**config.mk**
```make
export PLATFORM = sky130hd
export DESIGN_NAME = clkdiv_ratio_ctrl
export DESIGN_NICKNAME = d
export VERILOG_FILES = /design/src/rtl/clkdiv_ratio_ctrl.sv
export SDC_FILE = /design/constraint.sdc
export NUM_CORES = 1
export LEC_CHECK = 0
export ABC_CLOCK_PERIOD_IN_PS = 7300
export CELL_PAD_IN_SITES_DETAIL_PLACEMENT = 0
export CELL_PAD_IN_SITES_GLOBAL_PLACEMENT = 1
export CORE_AREA = 10 10 66 68
export DETAILED_ROUTE_END_ITERATION = 10
export DIE_AREA = 0 0 76 78
export PLACE_DENSITY_LB_ADDON = 0.25
export RECOVER_POWER = 25
export SYNTH_ARGS = -nofsm -noshare
export SYNTH_HDL_FRONTEND = slang
export SYNTH_SLANG_ARGS = --single-unit
```
**constraint.sdc**
```tcl
create_clock -name clk -period 7.3 [get_ports clk]
set_clock_uncertainty 0.05 [all_clocks]
set_input_delay 0.73 -clock clk [delete_from_list [all_inputs] [get_ports clk]]
set_output_delay 0.73 -clock clk [all_outputs]
set_load 0.1 [all_outputs]
```
**src/rtl/clkdiv_ratio_ctrl.sv**
```systemverilog
// Purpose : run-time ratio controller for the block divider; emits a registered
//           divided clock (/2,/4,/8,/16) and a one-cycle tick per high phase.
// Latency : outputs are flops; en/request effects appear one clk after sampling.
// Backpressure: req_ready drops after a transfer and returns once the new
//           ratio is in force; req_valid must hold while req_ready is low.
//
// Ports:
//   clk, rst_n         core clock, asynchronous active-low reset
//   en                 run enable (level); stop is applied at a period end
//   req_valid/req_div  ratio-change request (0:/2 1:/4 2:/8 3:/16)
//   req_ready          controller can take a request this cycle
//   cur_div            ratio code currently applied
//   div_clk            divided clock, straight from a flop
//   tick               first cycle of every div_clk high phase
//   switching          a real ratio change is in flight (drain or gap)
module clkdiv_ratio_ctrl #(
    parameter logic [1:0] RESET_DIV  = 2'd0,
    parameter int         GAP_CYCLES = 2
) (
    input  logic       clk,
    input  logic       rst_n,
    input  logic       en,
    input  logic       req_valid,
    input  logic [1:0] req_div,
    output logic       req_ready,
    output logic [1:0] cur_div,
    output logic       div_clk,
    output logic       tick,
    output logic       switching
);

    localparam logic [1:0] ST_IDLE  = 2'd0;
    localparam logic [1:0] ST_RUN   = 2'd1;
    localparam logic [1:0] ST_DRAIN = 2'd2;
    localparam logic [1:0] ST_GAP   = 2'd3;

    localparam bit         HAS_GAP  = (GAP_CYCLES != 0);
    localparam logic [2:0] GAP_LAST = (GAP_CYCLES > 0) ? 3'(GAP_CYCLES - 1) : 3'd0;

    logic [1:0] state;
    logic [1:0] nxt_state;
    logic [3:0] cnt;
    logic [3:0] nxt_cnt;
    logic [2:0] gap_cnt;
    logic [2:0] nxt_gap_cnt;
    logic [1:0] nxt_cur_div;
    logic [1:0] pend_div;
    logic [1:0] nxt_pend_div;
    logic       pend;
    logic       nxt_pend;
    logic       nxt_req_ready;
    logic       nxt_switching;

    logic       accept;
    logic       acc_chg;
    logic       pend_eff;
    logic       stop_eff;
    logic [1:0] div_eff;
    logic [3:0] last_cnt;
    logic       at_last;
    logic       nxt_active;
    logic [3:0] nxt_half;

    assign accept   = req_valid && req_ready;
    // A request for the ratio already in force is a no-op transfer.
    assign acc_chg  = accept && (req_div != cur_div);
    // N-1 for N = 2^(cur_div+1): 1, 3, 7, 15.
    assign last_cnt = {cur_div == 2'd3, cur_div >= 2'd2, cur_div >= 2'd1, 1'b1};
    assign at_last  = (cnt == last_cnt);

    always_comb begin
        nxt_state     = state;
        nxt_cnt       = cnt;
        nxt_gap_cnt   = gap_cnt;
        nxt_cur_div   = cur_div;
        nxt_pend      = pend;
        nxt_pend_div  = pend_div;
        nxt_req_ready = req_ready;
        nxt_switching = switching;

        // A change accepted on this very edge counts as pending, so a request
        // landing on the last cycle of a period is applied at that boundary.
        pend_eff = pend || acc_chg;
        div_eff  = pend ? pend_div : req_div;
        // In RUN a low en starts a stop-drain; a DRAIN without a pending
        // change is by construction a stop-drain and ignores en rising again.
        stop_eff = (state == ST_RUN) ? !en : !pend;

        // Handshake bookkeeping shared by every state. Transfers that do not
        // leave a change pending (IDLE or same-ratio) free req_ready again
        // one cycle later.
        if (accept) begin
            nxt_req_ready = 1'b0;
            nxt_switching = acc_chg;
        end else if (!req_ready && !pend) begin
            nxt_req_ready = 1'b1;
            nxt_switching = 1'b0;
        end

        case (state)
            ST_IDLE: begin
                // Nothing is toggling, so the new ratio applies at once.
                if (accept) begin
                    nxt_cur_div = req_div;
                end
                if (en) begin
                    nxt_state = ST_RUN;
                    nxt_cnt   = 4'd0;
                end
            end

            ST_RUN, ST_DRAIN: begin
                if (acc_chg) begin
                    nxt_pend     = 1'b1;
                    nxt_pend_div = req_div;
                end
                if (at_last && (pend_eff || stop_eff)) begin
                    // Period boundary: the old period has been emitted in full.
                    nxt_cnt = 4'd0;
                    if (pend_eff) begin
                        nxt_cur_div = div_eff;
                        if (HAS_GAP) begin
                            nxt_state   = ST_GAP;
                            nxt_gap_cnt = 3'd0;
                        end else begin
                            nxt_pend      = 1'b0;
                            nxt_req_ready = 1'b1;
                            nxt_switching = 1'b0;
                            nxt_state     = en ? ST_RUN : ST_IDLE;
                        end
                    end else begin
                        nxt_state = ST_IDLE;
                    end
                end else begin
                    nxt_cnt   = at_last ? 4'd0 : cnt + 4'd1;
                    nxt_state = (pend_eff || stop_eff) ? ST_DRAIN : ST_RUN;
                end
            end

            ST_GAP: begin
                if (gap_cnt == GAP_LAST) begin
                    nxt_pend      = 1'b0;
                    nxt_req_ready = 1'b1;
                    nxt_switching = 1'b0;
                    nxt_cnt       = 4'd0;
                    nxt_state     = en ? ST_RUN : ST_IDLE;
                end else begin
                    nxt_gap_cnt = gap_cnt + 3'd1;
                end
            end

            default: begin
                nxt_state = ST_IDLE;
            end
        endcase

        // div_clk/tick are derived from the next count so that they are
        // registered alongside it and never glitch.
        nxt_active = (nxt_state == ST_RUN) || (nxt_state == ST_DRAIN);
        nxt_half   = 4'b0001 << nxt_cur_div;
    end

    always_ff @(posedge clk or negedge rst_n) begin
        if (!rst_n) begin
            state     <= ST_IDLE;
            cnt       <= 4'd0;
            gap_cnt   <= 3'd0;
            cur_div   <= RESET_DIV;
            pend_div  <= RESET_DIV;
            pend      <= 1'b0;
            req_ready <= 1'b1;
            switching <= 1'b0;
            div_clk   <= 1'b0;
            tick      <= 1'b0;
        end else begin
            state     <= nxt_state;
            cnt       <= nxt_cnt;
            gap_cnt   <= nxt_gap_cnt;
            cur_div   <= nxt_cur_div;
            pend_div  <= nxt_pend_div;
            pend      <= nxt_pend;
            req_ready <= nxt_req_ready;
            switching <= nxt_switching;
            div_clk   <= nxt_active && (nxt_cnt < nxt_half);
            tick      <= nxt_active && (nxt_cnt == 4'd0);
        end
    end

endmodule

```
==> results by stage, run 1 <==
Critical path:
- The category of the critical setup timing path is input pin to flip-flop.
- The number of buffers and inverters on the critical path is 1.
- For this run, the slowest stage of the critical path takes 0.54 ns.
- Traced cell by cell, the critical path runs through clkdlybuf4s50_1 > xor2_1 > o21ba_2 > o221ai_2 > and2_4 > a221o_1 > nand2_1 > ha_1 > a211oi_1 > o21ai_0 > a2111oi_1 > o211ai_1 > a21oi_1.
- The worst setup path is captured at a flip-flop.
- The slowest library cell on the worst path is clkdlybuf4s50_1.
- For the worst setup path, the data required time is 7.49 ns.
- At the worst endpoint, the arrival time is 3.88 ns.
- The worst register-to-register path begins at state[0].
- The kind of cell with the highest combined delay along the critical path is compound AO/OA/AOI/OAI gates.
- The maximum fanout encountered on the critical timing path is 5.
- The most critical setup path has its startpoint at req_div[1].
- The worst setup path is launched from an input pin.

Synthesis:
- The post-synthesis compound-gate area fraction is 0.265.
- Of the total synthesized cell area, the portion taken by AND, OR, NAND and NOR gates is 0.212.
- During synthesis, Yosys emitted a total of 0 warnings.
- The cell taking the most area after synthesis is dfrtp_1.
- The post-synthesis instance total is 149.
- The unique cell type count in the Yosys netlist is 51.
- Counting flops with an async set or reset pin after synthesis yields a share of 1.00.
- The largest family of logic cells by synthesized area is compound AO/OA/AOI/OAI gates.
- The portion of netlist area occupied by mux cells is 0.0245.
- The netlist area before placement is 1380 um^2.
- The number of synthesized register bits is 18.
- The number of nets in the synthesized netlist is 164.
- The per-instance average area after synthesis is 9.27 um^2.
- Counting flops with a built-in enable in the synthesized netlist gives 0.
- The share of the yosys chip area belonging to registers is 0.327.
- Of the post-synthesis cell area, the dominant cell type holds 0.308.
- The parity-gate share of the synthesized area counting xor and xnor cells is 0.0317.
- Of the total synthesized cell area, the portion taken by full adders, half adders and majority gates is 0.0815.
- Sorting the synthesized cells by area gives the leading types as dfrtp_1 31%, ha_1 8.2%, o21ai_0 4.7%.
- In the synthesized netlist the dominant register cell turns out to be dfrtp_1.

Detailed routing:
- Before antenna repair, the detailed router went through 4 iterations.
- Detailed routing placed a total of 77 um of wire on met3.
- The detailed-route vias per instance is 5.78.
- Summed over all nets, wire length on met2 after detailed routing comes to 1.62 mm.
- The average routed wire per standard cell is 16.8 um.
- The number of vias after detailed routing is 1156.
- Routed signal wires occupy layers up through met4.
- The final layout contains routed wiring with a total length of 3.35 mm.
- For this block, the initial DRC count from the detailed router was 79.
- The detailed router put a total of 1.63 mm of wire on met1.
- The count of nets left with antenna violations once routing finished came out at 0.
- The number of DRC violations after detailed routing is 0.

Floorplanning:
- The total area inside the core boundary comes to 3180 um^2.
- The initial core utilization is 0.434.
- The vertical die dimension is 78 um.
- The die covers 5930 um^2.
- The I/O pin count is 12.
- The horizontal die dimension is 76 um.
- The initialized floorplan defines 21 standard-cell rows.

Finish:
- Counting the fill cells in the layout gives 304.
- The number of nets in the layout is 170.
- In the final layout, the share of cells above drive strength 1 is 0.110.
- The repair_antennas step left the layout with diodes totalling 0.
- The growth of design area from synthesis to finish is 10.3%.

STA:
- Setup violations remaining at the end of the flow were counted as 0.
- The final count of pins violating max slew was 0.
- For the pin with the worst max-slew slack, the measured transition is 0.986 ns.
- The number of failing hold endpoints at the final stage is 0.
- Final hold analysis gives a worst-case slack of 0.492 ns.
- Dividing the final minimum period by the clock period gives 0.506.
- Measured against its own limit, the worst slew margin works out to 0.340.
- The maximum frequency from static timing analysis is 271 MHz.
- Setup repair after global routing left no endpoint under its margin.
- The smallest clock period supported by the final layout is computed as 3.69 ns.
- Adding up every negative setup slack in the final design gives 0 ns.

Placement:
- The congestion estimate from routability-driven global placement came to 0.910.
- Port buffering added 11 buffers.
- The post-detailed-placement half-perimeter wirelength is 2.50 mm.

Clocking:
- The post-CTS setup-driven buffer insertion count is 0.
- The maximum count of clock buffers along a single path is 2.
- CTS built an H-tree with a depth of 1.
- Clock tree synthesis found a total of 18 sinks.
- The clock tree from TritonCTS is done.
- The insertion delay of the later-clocked pin in the worst-skew pair is 0.30 ns.
- The count of instances resized after the clock tree is built is 0.
- The number of buffers inserted for hold repair after clock tree synthesis is 0.
- The cell sitting at the root of the clock tree is a clkbuf_4.
- TritonCTS created 3 clock buffers.
- Clock-pin slew was measured on the worst setup and hold paths at 0.12 ns.

Global route:
- The initial antenna violation count is 0.
- The number of global-route vias before repair came to 1206.
- Entering global routing, the biggest net connects 19 pins.
- The remaining global-route overflow is 0.
- For this run, the total global-route usage over all layers was measured as 0.119.
- The first global-routing pass estimated 5.97 mm of wire.

Job:
- Max-cap violations in this run came to 0.

Run status:
- The run finished with clean final reports.

Min path:
- The tightest min-delay check is of the flip-flop to flip-flop type.
- The critical hold path startpoint is pend_div[0].
-- worst register-to-register path, cell delays in order, from the launching register on --
cell,delay [ns]
dfrtp_1,0.43
inv_1,0.06
ha_1,0.55
nor2b_1,0.27
a21boi_0,0.33
a221o_1,0.26
nand2_1,0.08
ha_1,0.29
a211oi_1,0.24
o21ai_0,0.12
a2111oi_1,0.39
o211ai_1,0.15
a21oi_1,0.17
-- final cells by class --
cell class | instances | area, um^2 | share of cell area
repair buffers | 11 | 110 | 0.0722
multi-input cells | 116 | 850 | 0.557
inverters | 5 | 18.8 | 0.0123
clock buffers | 4 | 36.3 | 0.0238
well taps | 46 | 57.6 | 0.0378
flip-flops and latches | 18 | 452 | 0.296
-- Yosys cell counts, types with 2 or more instances --
cell type	count
o22ai_1	2
a22oi_1	2
a22o_1	3
nand2b_1	8
inv_1	5
xor2_1	2
nand3_1	3
nor2_1	10
xnor2_1	3
a21oi_1	3
buf_6	3
a211oi_1	2
o211ai_1	3
o21a_1	2
o21ai_0	13
dfrtp_1	17
nand2_1	15
ha_1	9
nor2b_1	5
clkbuf_1	6
mux2_2	3
-- path summary, 6_finish.rpt --
check                                   end  slack (ns)  depth (start not counted)
worst max-delay path                div_clk        3.61                         13
worst min-delay path            pend_div[0]        0.49                          1
worst max register to register      div_clk        3.85                         12
worst min register to register  pend_div[0]        0.49                          1
max in group asynchronous          state[0]        5.75                          1
min in group asynchronous        cur_div[0]        0.92                          1
-- placed cells by master, fill, tap and decap left out, drive strengths merged, types with 3 or more instances in the layout --
| cell | count |
|---|---|
| dfrtp | 17 |
| nand2 | 15 |
| o21ai | 14 |
| nor2 | 10 |
| clkdlybuf4s50 | 10 |
| ha | 9 |
| nand2b | 8 |
| inv | 5 |
| nor2b | 5 |
| o211ai | 4 |
| clkbuf | 4 |
| a22o | 3 |
| a21oi | 3 |
| xnor2 | 3 |
| nand3 | 3 |
| mux2 | 3 |
| a211oi | 3 |
-- per-stage QoR --
step	utilization	instance area, um^2	cells	worst slack (ns)
final	0.479	1520	200	3.61
after global routing	0.479	1520	200	3.27
after CTS	0.479	1520	200	3.60
after detailed placement	0.468	1490	196	3.28
after global placement	0.468	1490	196	3.48
after floorplan	-	1380	149	3.74
-- metal layers --
metal,up-vias,track usage
met3,2,0.0184
met5,-,0
met2,14,0.192
met4,0,0.0473
li1,562,-
met1,578,0.155
-- kinds of logic (layout without fill, tap and decap cells) --
family                   count (synthesis)  count (layout)
XOR/XNOR                                 5               5
AO/OA/AOI/OAI                           49              49
multiplexers                             3               3
AND/OR/NAND/NOR                         50              50
flip-flops                              18              18
adder cells (fa/ha/maj)                  9               9
buffers and inverters                   15              20
-- registers in the layout, summed over array words and instances, names as in the netlist --
register,cells
tick,1
req_ready,1
switching,1
pend_div,2
div_clk,1
cnt,4
pend,1
cur_div,2
state,2
gap_cnt,3
Power of run 1 is left out: the tool's default activity adds up to more than one toggle a clock period on the data nets, which glitch-free logic cannot reach.
==> run 2, diff against run 1 <==
--- a/config.mk
+++ b/config.mk
@@ -5,12 +5,12 @@
 export SDC_FILE = /design/constraint.sdc
 export NUM_CORES = 1
 export LEC_CHECK = 0
-export ABC_CLOCK_PERIOD_IN_PS = 7300
+export ABC_CLOCK_PERIOD_IN_PS = 3800
 export CELL_PAD_IN_SITES_DETAIL_PLACEMENT = 0
 export CELL_PAD_IN_SITES_GLOBAL_PLACEMENT = 1
-export CORE_AREA = 10 10 66 68
+export CORE_AREA = 10 10 68 70
 export DETAILED_ROUTE_END_ITERATION = 10
-export DIE_AREA = 0 0 76 78
+export DIE_AREA = 0 0 78 80
 export PLACE_DENSITY_LB_ADDON = 0.25
 export RECOVER_POWER = 25
 export SYNTH_ARGS = -nofsm -noshare
==> constraint.sdc (replaced) <==
create_clock -name clk -period 3.8 [get_ports clk]
set_clock_uncertainty 0.05 [all_clocks]
set_input_delay 0.38 -clock clk [delete_from_list [all_inputs] [get_ports clk]]
set_output_delay 0.38 -clock clk [all_outputs]
set_load 0.1 [all_outputs]
==> results by stage, run 2 (synthesis gave the netlist of run 1 again) <==
Floorplanning:
- The I/O pin count is 12 (unchanged).
- The overall die area came to 6240 um^2 (+5.3%).
- The horizontal die dimension is 78 um (+2.6%).
- The vertical die dimension is 80 um (+2.6%).
- The initial core utilization is 0.421 (-0.0139).
- The area inside the core boundary came to 3280 um^2 (+3.3%).
- The number of placement rows is 21 (unchanged).

STA:
- The final setup slack of the worst path is 0.407 ns (-3.20 ns).
- The worst-case headroom to the max-slew limit is 0.350 (+0.00982).
- The number of failing hold endpoints at the final stage is 0 (unchanged).
- In the finished design, the share of the clock period the worst path needs comes to 0.893.
- Setup repair after global routing left no endpoint under its margin.
- The number of setup violations in the final report is 0 (unchanged).
- The final critical path time including I/O delays and setup is 3.39 ns.
- The actual transition at the worst max-transition pin was 0.972 ns (-0.0147 ns).
- The final count of pins violating max slew is 0 (unchanged).
- Static timing analysis puts the maximum clock frequency at 295 MHz.
- The total negative setup slack came to 0 ns (unchanged).

Global route:
- The remaining global-route overflow is 0 (unchanged).
- The number of global-route vias before repair came to 1132 (-6.1%).
- The total track usage is 0.111 (-0.00796).
- The initial antenna violation count came to 0 (unchanged).
- The wire length of the first global-routing pass was 5.64 mm (-5.4%).
- The pin count of the biggest net entering global routing is 19 (unchanged).

Critical path:
- The maximum fanout encountered on the critical timing path came to 10 (+5).
- The cell class contributing the biggest share of worst-path delay is compound AO/OA/AOI/OAI gates.
- The biggest cell delay along the critical path was 0.64 ns (+0.10 ns).
- STA classifies the critical path startpoint as a flip-flop.
- The count of buffering cells on the critical path with inverters included is 0 (-1).
- STA classifies the critical path endpoint as a flip-flop.
- Traced cell by cell, the critical path runs through nor4bb_1 > o31a_2 > o221ai_2 > and2_4 > a221o_1 > nand2_1 > ha_1 > a211oi_1 > o21ai_0 > a2111oi_1 > o211ai_1 > a21oi_1.
- The slowest library cell on the worst path is dfrtp_1.
- The worst setup path is of the flip-flop to flip-flop kind.
- The critical path data arrival time came to 3.58 ns (-0.30 ns).
- The required time reported for the critical path endpoint is 3.98 ns (-3.51 ns).

Clocking:
- The clock transition time at the flip-flop clock pins of the worst setup and hold paths is 0.11 ns (about the same).
- The number of buffers added by the clock tree synthesis step is 3 (unchanged).
- The number of buffers inserted for hold repair after clock tree synthesis came to 0 (unchanged).
- The count of instances resized after the clock tree is built is 0 (unchanged).
- The post-CTS setup-driven buffer insertion count is 0 (unchanged).
- The count of clock tree sinks came to 18 (unchanged).
- In this run the clock root is driven by a clkbuf_4.
- The maximum count of clock buffers along a single path is 2 (unchanged).
- The clock tree from TritonCTS is done.
- The insertion delay of the later-clocked pin in the worst-skew pair was 0.30 ns (about the same).
- The number of H-tree levels is 1 (unchanged).

Finish:
- The share of post-route cells with drive strength above 1 is 0.132 (+0.0217).
- The most common cell after layout, fill and taps aside is dfrtp_1.
- The top cell types in the final layout, fill and taps aside, are 17 x dfrtp_1, 15 x nand2_1, 13 x o21ai_0.
- The number of nets in the layout is 175 (+2.9%).
- The largest registers in the layout are cnt x4, gap_cnt x3.
- The final design instance area without fill is 1550 um^2 (+1.8%).
- Ranked by flip-flop count, first place goes to cnt.
- The antenna diode instance count is 0 (unchanged).
- The number of flip-flops in the largest register came to 4 (unchanged).
- The growth of design area from synthesis to finish is 12.3%.

Placement:
- The post-placement worst setup slack is 0.169 ns (-3.11 ns).
- The final estimated routing congestion in global placement is 0.847 (-7.0%).
- The number of I/O port buffers came to 11 (unchanged).
- The cell area reported after detailed placement is 1530 um^2 (+2.5%).
- The post-detailed-placement half-perimeter wirelength is 2.57 mm (+2.9%).

Detailed routing:
- The count of routing violations after the opening detailed-route iteration was 77 (-2.5%).
- The number of vias after detailed routing is 1163 (+0.61%).
- The number of nets with antenna violations after detailed routing was 0 (unchanged).
- The detailed-route vias per instance is 5.67 (-1.8%).
- The average routed wire per standard cell is 16.5 um (-1.7%).
- The overall routed net length is 3.38 mm (+0.81%).
- The number of iterations in the first detailed-routing pass came to 4 (unchanged).
- The number of DRC violations after detailed routing is 0 (unchanged).

Run status:
- The flow ran to the end, and the final reports show no timing, DRC or antenna violations.

Job:
- The max capacitance violation total came to 0 (unchanged).

Min path:
- The class of the tightest hold or removal check is flip-flop to flip-flop.
[run 2: stage by stage]
stage | hold slack, ns | utilization | cells
global placement | 0.443 | 0.464 | 201
global route | 0.493 | 0.472 | 205
finish | 0.469 | 0.472 | 205
floorplan | 0.0344 | - | 149
CTS | 0.472 | 0.472 | 205
detailed placement | 0.448 | 0.464 | 201
[run 2: layout make-up]
| class | instances | area [um^2] |
|---|---|---|
| fill | 326 | 1730 |
| multi-input combinational | 116 | 850 |
| sequential | 18 | 452 |
| timing repair buffer | 16 | 148 |
| tap | 46 | 57.6 |
| clock buffer | 4 | 26.3 |
| inverter | 5 | 18.8 |
[run 2: path summary, 6_finish.rpt]
kind | depth (start not counted) | endpoint | startpoint | slack (ns)
max in group asynchronous | 1 | switching | rst_n | 2.57
min reg2reg | 1 | pend_div[0] | pend_div[0] | 0.47
min | 1 | pend_div[0] | pend_div[0] | 0.47
max reg2reg | 12 | div_clk | cur_div[0] | 0.41
max | 12 | div_clk | cur_div[0] | 0.41
min in group asynchronous | 1 | cur_div[0] | rst_n | 0.59
[run 2: routing by layer]
metal	global-route usage	part of all wire	wire length [um]
met4	0.0358	0.014	46
met3	0.0225	0.022	73
met1	0.144	0.50	1700
met2	0.180	0.46	1560
met5	0	0	0
Power of run 2 is left out for the same reason.
